File: src/rtl/condicionador_chaves_pkg.sv
// Shared types and default sizing for the switch conditioner.
package condicionador_pkg;

  // Per-channel debounce states: two stable levels, each with a confirmation state
  typedef enum logic [1:0] {
    EST_0  = 2'd0,
    CONF_1 = 2'd1,
    EST_1  = 2'd2,
    CONF_0 = 2'd3
  } estado_deb_t;

  localparam int unsigned NCH_PADRAO      = 5;
  localparam int unsigned DEBOUNCE_PADRAO = 4;

endpackage

File: src/rtl/condicionador_chaves_debounce.sv
// One switch channel: 2-flop synchroniser, debounce FSM, confirm counter, edge pulses.
module debounce_canal
  import condicionador_pkg::*;
#(
  parameter int unsigned DEBOUNCE_CYCLES = DEBOUNCE_PADRAO
) (
  input  logic clk_2,
  input  logic reset,
  input  logic swi,
  output logic estavel,
  output logic subida,
  output logic descida
);

  localparam int unsigned   CW      = $clog2(DEBOUNCE_CYCLES + 1);
  localparam logic [CW-1:0] CNT_ULT = CW'(DEBOUNCE_CYCLES - 1);

  logic          meta;
  logic          s;
  estado_deb_t   estado, estado_prox;
  logic [CW-1:0] cnt, cnt_prox;
  logic          subida_prox, descida_prox;

  // Synchronise the raw level into clk_2; nothing sits between the two flops
  always_ff @(posedge clk_2 or posedge reset) begin
    if (reset) begin
      meta <= 1'b0;
      s    <= 1'b0;
    end else begin
      meta <= swi;
      s    <= meta;
    end
  end

  // FSM state, confirm counter and registered event pulses
  always_ff @(posedge clk_2 or posedge reset) begin
    if (reset) begin
      estado  <= EST_0;
      cnt     <= '0;
      subida  <= 1'b0;
      descida <= 1'b0;
    end else begin
      estado  <= estado_prox;
      cnt     <= cnt_prox;
      subida  <= subida_prox;
      descida <= descida_prox;
    end
  end

  // Next state: a change is accepted only after DEBOUNCE_CYCLES consecutive samples
  always_comb begin
    estado_prox  = estado;
    cnt_prox     = '0;
    subida_prox  = 1'b0;
    descida_prox = 1'b0;
    case (estado)
      EST_0: begin
        if (s) begin
          estado_prox = CONF_1;
          cnt_prox    = CW'(1);
        end
      end
      CONF_1: begin
        if (!s) begin
          estado_prox = EST_0;
        end else if (cnt == CNT_ULT) begin
          estado_prox = EST_1;
          subida_prox = 1'b1;
        end else begin
          cnt_prox = cnt + 1'b1;
        end
      end
      EST_1: begin
        if (!s) begin
          estado_prox = CONF_0;
          cnt_prox    = CW'(1);
        end
      end
      CONF_0: begin
        if (s) begin
          estado_prox = EST_1;
        end else if (cnt == CNT_ULT) begin
          estado_prox  = EST_0;
          descida_prox = 1'b1;
        end else begin
          cnt_prox = cnt + 1'b1;
        end
      end
      default: estado_prox = EST_0;
    endcase
  end

  assign estavel = (estado == EST_1) || (estado == CONF_0);

endmodule

File: src/rtl/condicionador_chaves.sv
// Switch input conditioner: NCH independent debounced channels plus an any-event flag.
module condicionador_chaves
  import condicionador_pkg::*;
#(
  parameter int unsigned NCH             = NCH_PADRAO,
  parameter int unsigned DEBOUNCE_CYCLES = DEBOUNCE_PADRAO
) (
  input  logic           clk_2,
  input  logic           reset,
  input  logic [NCH-1:0] swi_in,
  output logic [NCH-1:0] sw_estavel,
  output logic [NCH-1:0] sw_subida,
  output logic [NCH-1:0] sw_descida,
  output logic           qualquer_evento
);

  for (genvar i = 0; i < NCH; i++) begin : g_canal
    debounce_canal #(
      .DEBOUNCE_CYCLES(DEBOUNCE_CYCLES)
    ) u_canal (
      .clk_2   (clk_2),
      .reset   (reset),
      .swi     (swi_in[i]),
      .estavel (sw_estavel[i]),
      .subida  (sw_subida[i]),
      .descida (sw_descida[i])
    );
  end

  assign qualquer_evento = |{sw_subida, sw_descida};

endmodule

File: config.mk
export PLATFORM = sky130hd
export DESIGN_NAME = condicionador_chaves
export DESIGN_NICKNAME = d
export VERILOG_FILES = /design/src/rtl/condicionador_chaves_pkg.sv /design/src/rtl/condicionador_chaves_debounce.sv /design/src/rtl/condicionador_chaves.sv
export SDC_FILE = /design/constraint.sdc
export NUM_CORES = 1
export LEC_CHECK = 0
export ABC_AREA = 1
export BUFFER_PORTS_ARGS = -buffer_cell sky130_fd_sc_hd__buf_2
export CORE_MARGIN = 2
export CORE_UTILIZATION = 55
export DETAILED_ROUTE_END_ITERATION = 12
export HOLD_SLACK_MARGIN = 0.06
export PLACE_DENSITY = 0.76
export SETUP_SLACK_MARGIN = 0.3
export SLEW_MARGIN = 0
export SYNTH_ARGS = -nofsm -noshare
export SYNTH_HDL_FRONTEND = slang
export SYNTH_SLANG_ARGS = --single-unit
File: constraint.sdc
create_clock -name clk_2 -period 1.15 [get_ports clk_2]
set_input_delay 0 -clock clk_2 [delete_from_list [all_inputs] [get_ports clk_2]]
set_output_delay 0 -clock clk_2 [all_outputs]
set_load 0.01 [all_outputs]
==> After elaboration in Yosys (flattened, before gate mapping) <==
Cells that the tools add are included.
W data, S select, Z words.
{ "totals": {"ff_bits": 45, "latchBits": 0, "ramBits": 0, "mem_bits_ro": 0, "inputBits": 7, "out_inout_bits": 16, "elab_cells": 181, "n_memories": 0} }
{ "classes": {"addsub": 5, "n_mul": 0, "div_mod_pow": 0, "order_cmp": 0, "n_eq_ne": 40, "shift": 0, "mux": 90, "n_bitwise": 0, "reduce_logical": 16} }
{ "op_table": {"columns": ["operator", "count"], "rows": [
  ["$mux W2", 30],
  ["$pmux W3 S4", 5],
  ["$mux W3", 15],
  ["$pmux W2 S4", 5],
  ["$mux W1", 35],
  ["$eq A2 B2 Y1 const B", 10],
  ["$reduce_and A4 Y1", 5],
  ["$add A3 B1 Y3 const B", 5],
  ["$eq A3 B2 Y1 const B", 5],
  ["$ne A3 B1 Y1 const B", 5],
  ["$ne A3 B3 Y1 const B", 5],
  ["$eq A2 B1 Y1 const B", 5],
  ["$logic_not A2 Y1", 5],
  ["$ne A2 B1 Y1 const B", 5],
  ["$ne A2 B2 Y1 const B", 5],
  ["$reduce_or A10 Y1", 1],
  ["$logic_or A1 B1 Y1", 5]
]} }

==> Longest topological paths before layout <==
{ "logic_depth": {"depth_word": 4, "depth_mapped": 7, "mapped_depth_nobuf": 7} }

==> By module <==
From an unflattened synthesis, not the netlist that was laid out.
{ "hier_totals": {"hier_cells": 184, "hier_area_um2": 1742.9} }
{ "by_module_without_submodules": {"columns": ["mod", "n_inst", "cells_per_inst", "area_each_um2", "seq_area_each_um2"], "rows": [
  ["debounce_canal (g_canal[0].u_canal ...)", 3, 35, 339.1, 225.2],
  ["debounce_canal (g_canal[4].u_canal)", 1, 36, 350.3, 225.2],
  ["debounce_canal (g_canal[3].u_canal)", 1, 34, 336.6, 225.2],
  ["condicionador_chaves", 1, 9, 38.8, 0.0]
]} }

==> Worst setup path before layout <==
Ideal clock, no wire load.
{ "synth_path": {"kind": "register to register", "startpoint": "reg g_canal[4].u_canal.cnt[0]", "endpoint": "reg g_canal[4].u_canal.cnt[0]", "arrival_ns": 0.906, "t_required_ns": 1.056, "slack_ns": 0.150, "stages_incl_launch_ff": 5, "cell_sequence": "dfrtp_1 -> ha_1 -> nand3_1 -> inv_2 -> a211oi_1"} }
{ "synth_between": {"elab_chain_cells": 4} }
{ "synth_rtl": {"columns": ["element", "line_no", "rtl"], "rows": [
  ["from (decl)", "condicionador_chaves_debounce.sv:21", "logic [CW-1:0] cnt, cnt_prox;"],
  ["from (signal assigned)", "condicionador_chaves_debounce.sv:44", "cnt <= cnt_prox;"],
  ["$add A3 B1 Y3 / $eq A3 B2 Y1 (equally long branches)", null, null],
  ["$mux W3 (*)", "condicionador_chaves_debounce.sv:66, condicionador_chaves_debounce.sv:82", null],
  ["$mux W3, on equally long branches", "condicionador_chaves_debounce.sv:80, condicionador_chaves_debounce.sv:64", null],
  ["$pmux W3 S4 (*)", "condicionador_chaves_debounce.sv:56", "case (estado)"],
  ["net g_canal[4].u_canal.cnt_prox[0]", "condicionador_chaves_debounce.sv:21", null]
]} }
The timed path passes the listed nets; every way through them passes the cells marked *.
A chain may end at the register's enable or synchronous reset.

==> Worst setup path after layout <==
{ "layout_path": {"startpoint": "reg g_canal[1].u_canal.descida", "endpoint": "out qualquer_evento"} }
{ "layout_between": {"elab_chain_cells": 1} }
{ "layout_rtl": {"columns": ["element", "line_no", "rtl"], "rows": [
  ["from (decl)", "condicionador_chaves_debounce.sv:12", "output logic descida"],
  ["from (signal assigned)", "condicionador_chaves_debounce.sv:46", "descida <= descida_prox;"],
  ["$reduce_or A10 Y1", "condicionador_chaves.sv:30", "assign qualquer_evento = |{sw_subida, sw_descida};"],
  ["to (decl)", "condicionador_chaves.sv:14", "output logic qualquer_evento"]
]} }
Every way passes these cells.

==> flow_summary.yaml <==
outcome:
  status: "finished, violations left"
  violations: "setup timing"
yosys:
  async_flop_share_pct: 100
  syn_area_per_cell_um2: 10.5
  synth.yosys.seq_area_share_pct: 63.6
  yosys_warnings: 0
  synth_top_area_share_pct: 63.6
  synth_edf_count: 0
  yosysUniqueCellTypes: 23
  synth_compound_area_share_pct: 3.53
  synth_top_cell_by_area: "dfrtp_1"
  synth_nets: 180
  netlist_instances: 168
  synth_area_leaders: "dfrtp_1 64%, buf_4 6.4%, nand2_1 4.7%"
  ys_ff_latch: 45
  synth_fa_ha_area_share_pct: 3.53
  syn-cell-area_um2: 1770
  synthMuxAreaShare_pct: 0
  synth-simple-area-share_pct: 16.9
  synth_top_flop_cell: "dfrtp_1"
  synth_xor_area_share_pct: 0.989
  synth_top_family_by_area: "simple AND/OR/NAND/NOR gates"
sta:
  fin_crit_ns: 1.35
  layout_setup_ws_ns: -0.199
  fin_crit_sh_pct: 117
  maxSlewViolCount: 0
  max_slew_margin_pct: 63.5
  finalSetupViolations: 1
  max_clock_freq_mhz: 741
  finClkSkew_ns: 0.0122
  worst_slew_pin_slew_ns: 0.544
  hold_viol: 0
  rsz0062_at_grt: "yes"
global_route:
  antenna_found_initial: 0
  track_usage_pct: 19.9
  grt.overflow.total: 0
  grt_pass1_vias: 1172
  grt_pass1_wl_mm: 5.24
  grt_max_degree: 25
cts:
  cts_buffers: 5
  tritoncts: "yes"
  clock_sinks: 45
  insertion_delay_ns: 0.36
  clockBufferDepth: 2
  h-tree-depth: 2
  clk_pin_slew_ns: 0.13
  cts_root_buf: "clkbuf_4"
pwr:
  p_leak_nw: 1.16
  ir_drop_mv: 1.50
  p_per_area_nw_per_um2: 2120
die:
  fp-row-count: 20
  io_pins: 23
  fp.coreArea_um2: 3050
  die-area_um2: 3690
  die_h_um: 60.8
  die_width_um: 60.8
  start_util_pct: 58.0
setup_path:
  crit_buf_inv: 1
  required_ns: 1.15
  critPathMaxStageDelay_ns: 0.42
  crit_slowest_cell: "dfrtp_1"
  crit_family: "flip-flops"
  end_kind: "output port"
  crit_chain: "nor4_2, nand3_1, buf_2"
  critical_path_class: "reg -> out"
  start_kind: "register"
  cp_max_fo: 2
  worstPathArrival_ns: 1.35
cells_and_area:
  n_fill_cell: 162
  area_growth_pct: 43.1
  antenna_cells: 0
  final_design_area_no_fill_um2: 2540
  drive_above_1_share_pct: 62.0
  nets: 212
route:
  antenna_left: 0
  drtPass1Iterations: 4
  drt-initial-drc-count: 38
  vias_per_cell: 5.20
  vias: 1268
  wire_per_inst_um: 16.6
  drc: 0
  wl_mm: 4.04
flow_run:
  cap_violations: 0
placed_design:
  pre_cts_slack_ns: 0.125
  place.gp.congestion: 0.814
  portBuffers: 22
  dp_hpwl_mm: 2.00
  dpl_cell_area_um2: 1910
hold_path:
  min_path_type: "in -> async"
-- worst reg2reg max path, cell delays in order, from the launching register on --
cell	delay, ns
dfrtp_2	0.50
inv_2	0.07
nand3_4	0.10
nand2_4	0.08
nand2_4	0.09
nand3_2	0.07
nand2_2	0.06
nand2_1	0.05
-- repair_timing --
action / 4_1_cts / 5_1_grt
endpoints found under the setup margin: 51 / 63
cloned: 0 / 1
resized for setup: 37 / 60
buffers inserted: 8 / 6
pin swaps: 15 / 23
hold endpoints to repair: 38 / 0
hold buffers: 6 / 0
-- stage by stage --
step	utilization [%]	power [mW]	instances	hold slack, ns	TNS, ns
2_1_floorplan	-	3.21	168	0.0106	0
3_5_place_dp	62.6	3.39	216	0.0572	0
5_1_grt	83.1	5.70	244	0.179	-0.325
6_report	83.1	5.39	244	0.171	-0.199
3_3_place_gp	62.6	3.29	216	0.0486	0
4_1_cts	73.6	4.59	237	0.213	-0.159
-- area by class of cell --
cell class                 instances  area (um^2)  share of cell area [%]
sequential                        45         1130                    44.7
multi-input combinational         84          851                    33.5
timing repair buffer              44          355                    14.0
inverter                          19         80.1                    3.16
clock buffer                       7         55.1                    2.17
tap                               44         55.1                    2.17
timing repair inverter             1         5.00                   0.197
-- cell families after synthesis --
group                      count (synthesis)
and+or+nand+nor                           66
buffers and inverters                     39
DFF                                       45
adders and majority gates                  5
AOI/OAI and AO/OA                         11
xor gates and xnor gates                   2
-- metal layers --
layer / track usage [%] / routed length (um) / share of wire [%]
met5: 0 / 0 / 0
met1: 24.1 / 1550 / 38
met3: 6.82 / 146 / 3.6
met4: 7.14 / 136 / 3.4
met2: 33.2 / 2210 / 55
-- report_power, final --
part	total (mW)	internal, mW	switching, mW
Combinational	2.20	1.10	1.11
Clock	0.758	0.289	0.469
Sequential	2.42	1.93	0.491
Total	5.39	3.32	2.07
-- synth_stat cells (3+ instances only) --
cell / n
buf_4: 15
dfrtp_1: 45
ha_1: 5
inv_1: 18
nor3_1: 3
nor4_1: 4
o21ai_0: 3
a21oi_1: 3
clkbuf_1: 5
or2_1: 3
nand2_1: 22
nor2_1: 19
nand3_1: 9
-- cells in the final DEF (no fill, tap or decap), drive strengths merged, types with 3 or more instances in the layout --
cell type,netlist,routed
a21oi,3,3
buf,15,38
clkbuf,5,7
dfrtp,45,45
dlygate4sd3,0,6
ha,5,5
inv,19,18
nand2,24,24
nand3,9,9
nor2,19,19
nor3,4,4
nor4,4,4
o21ai,5,5
or2,3,3
-- final timing paths --
| check | start | end | slack (ns) | cells after the start |
|---|---|---|---|---|
| worst max-delay path | g_canal[1].u_canal.descida$_DFF_PP0_ | qualquer_evento | -0.20 | 3 |
| worst min register to register | g_canal[0].u_canal.meta$_DFF_PP0_ | g_canal[0].u_canal.s$_DFF_PP0_ | 0.36 | 0 |
| worst min-delay path | reset | g_canal[3].u_canal.subida$_DFF_PP0_ | 0.17 | 3 |
| worst max register to register | register | register | 0.03 | 7 |
| max in group asynchronous | reset | g_canal[0].u_canal.s$_DFF_PP0_ | 0.54 | 4 |
| min in group clk_2 | swi_in[1] | g_canal[1].u_canal.meta$_DFF_PP0_ | 0.27 | 2 |
No activity file was read; power rests on OpenSTA's default activity.
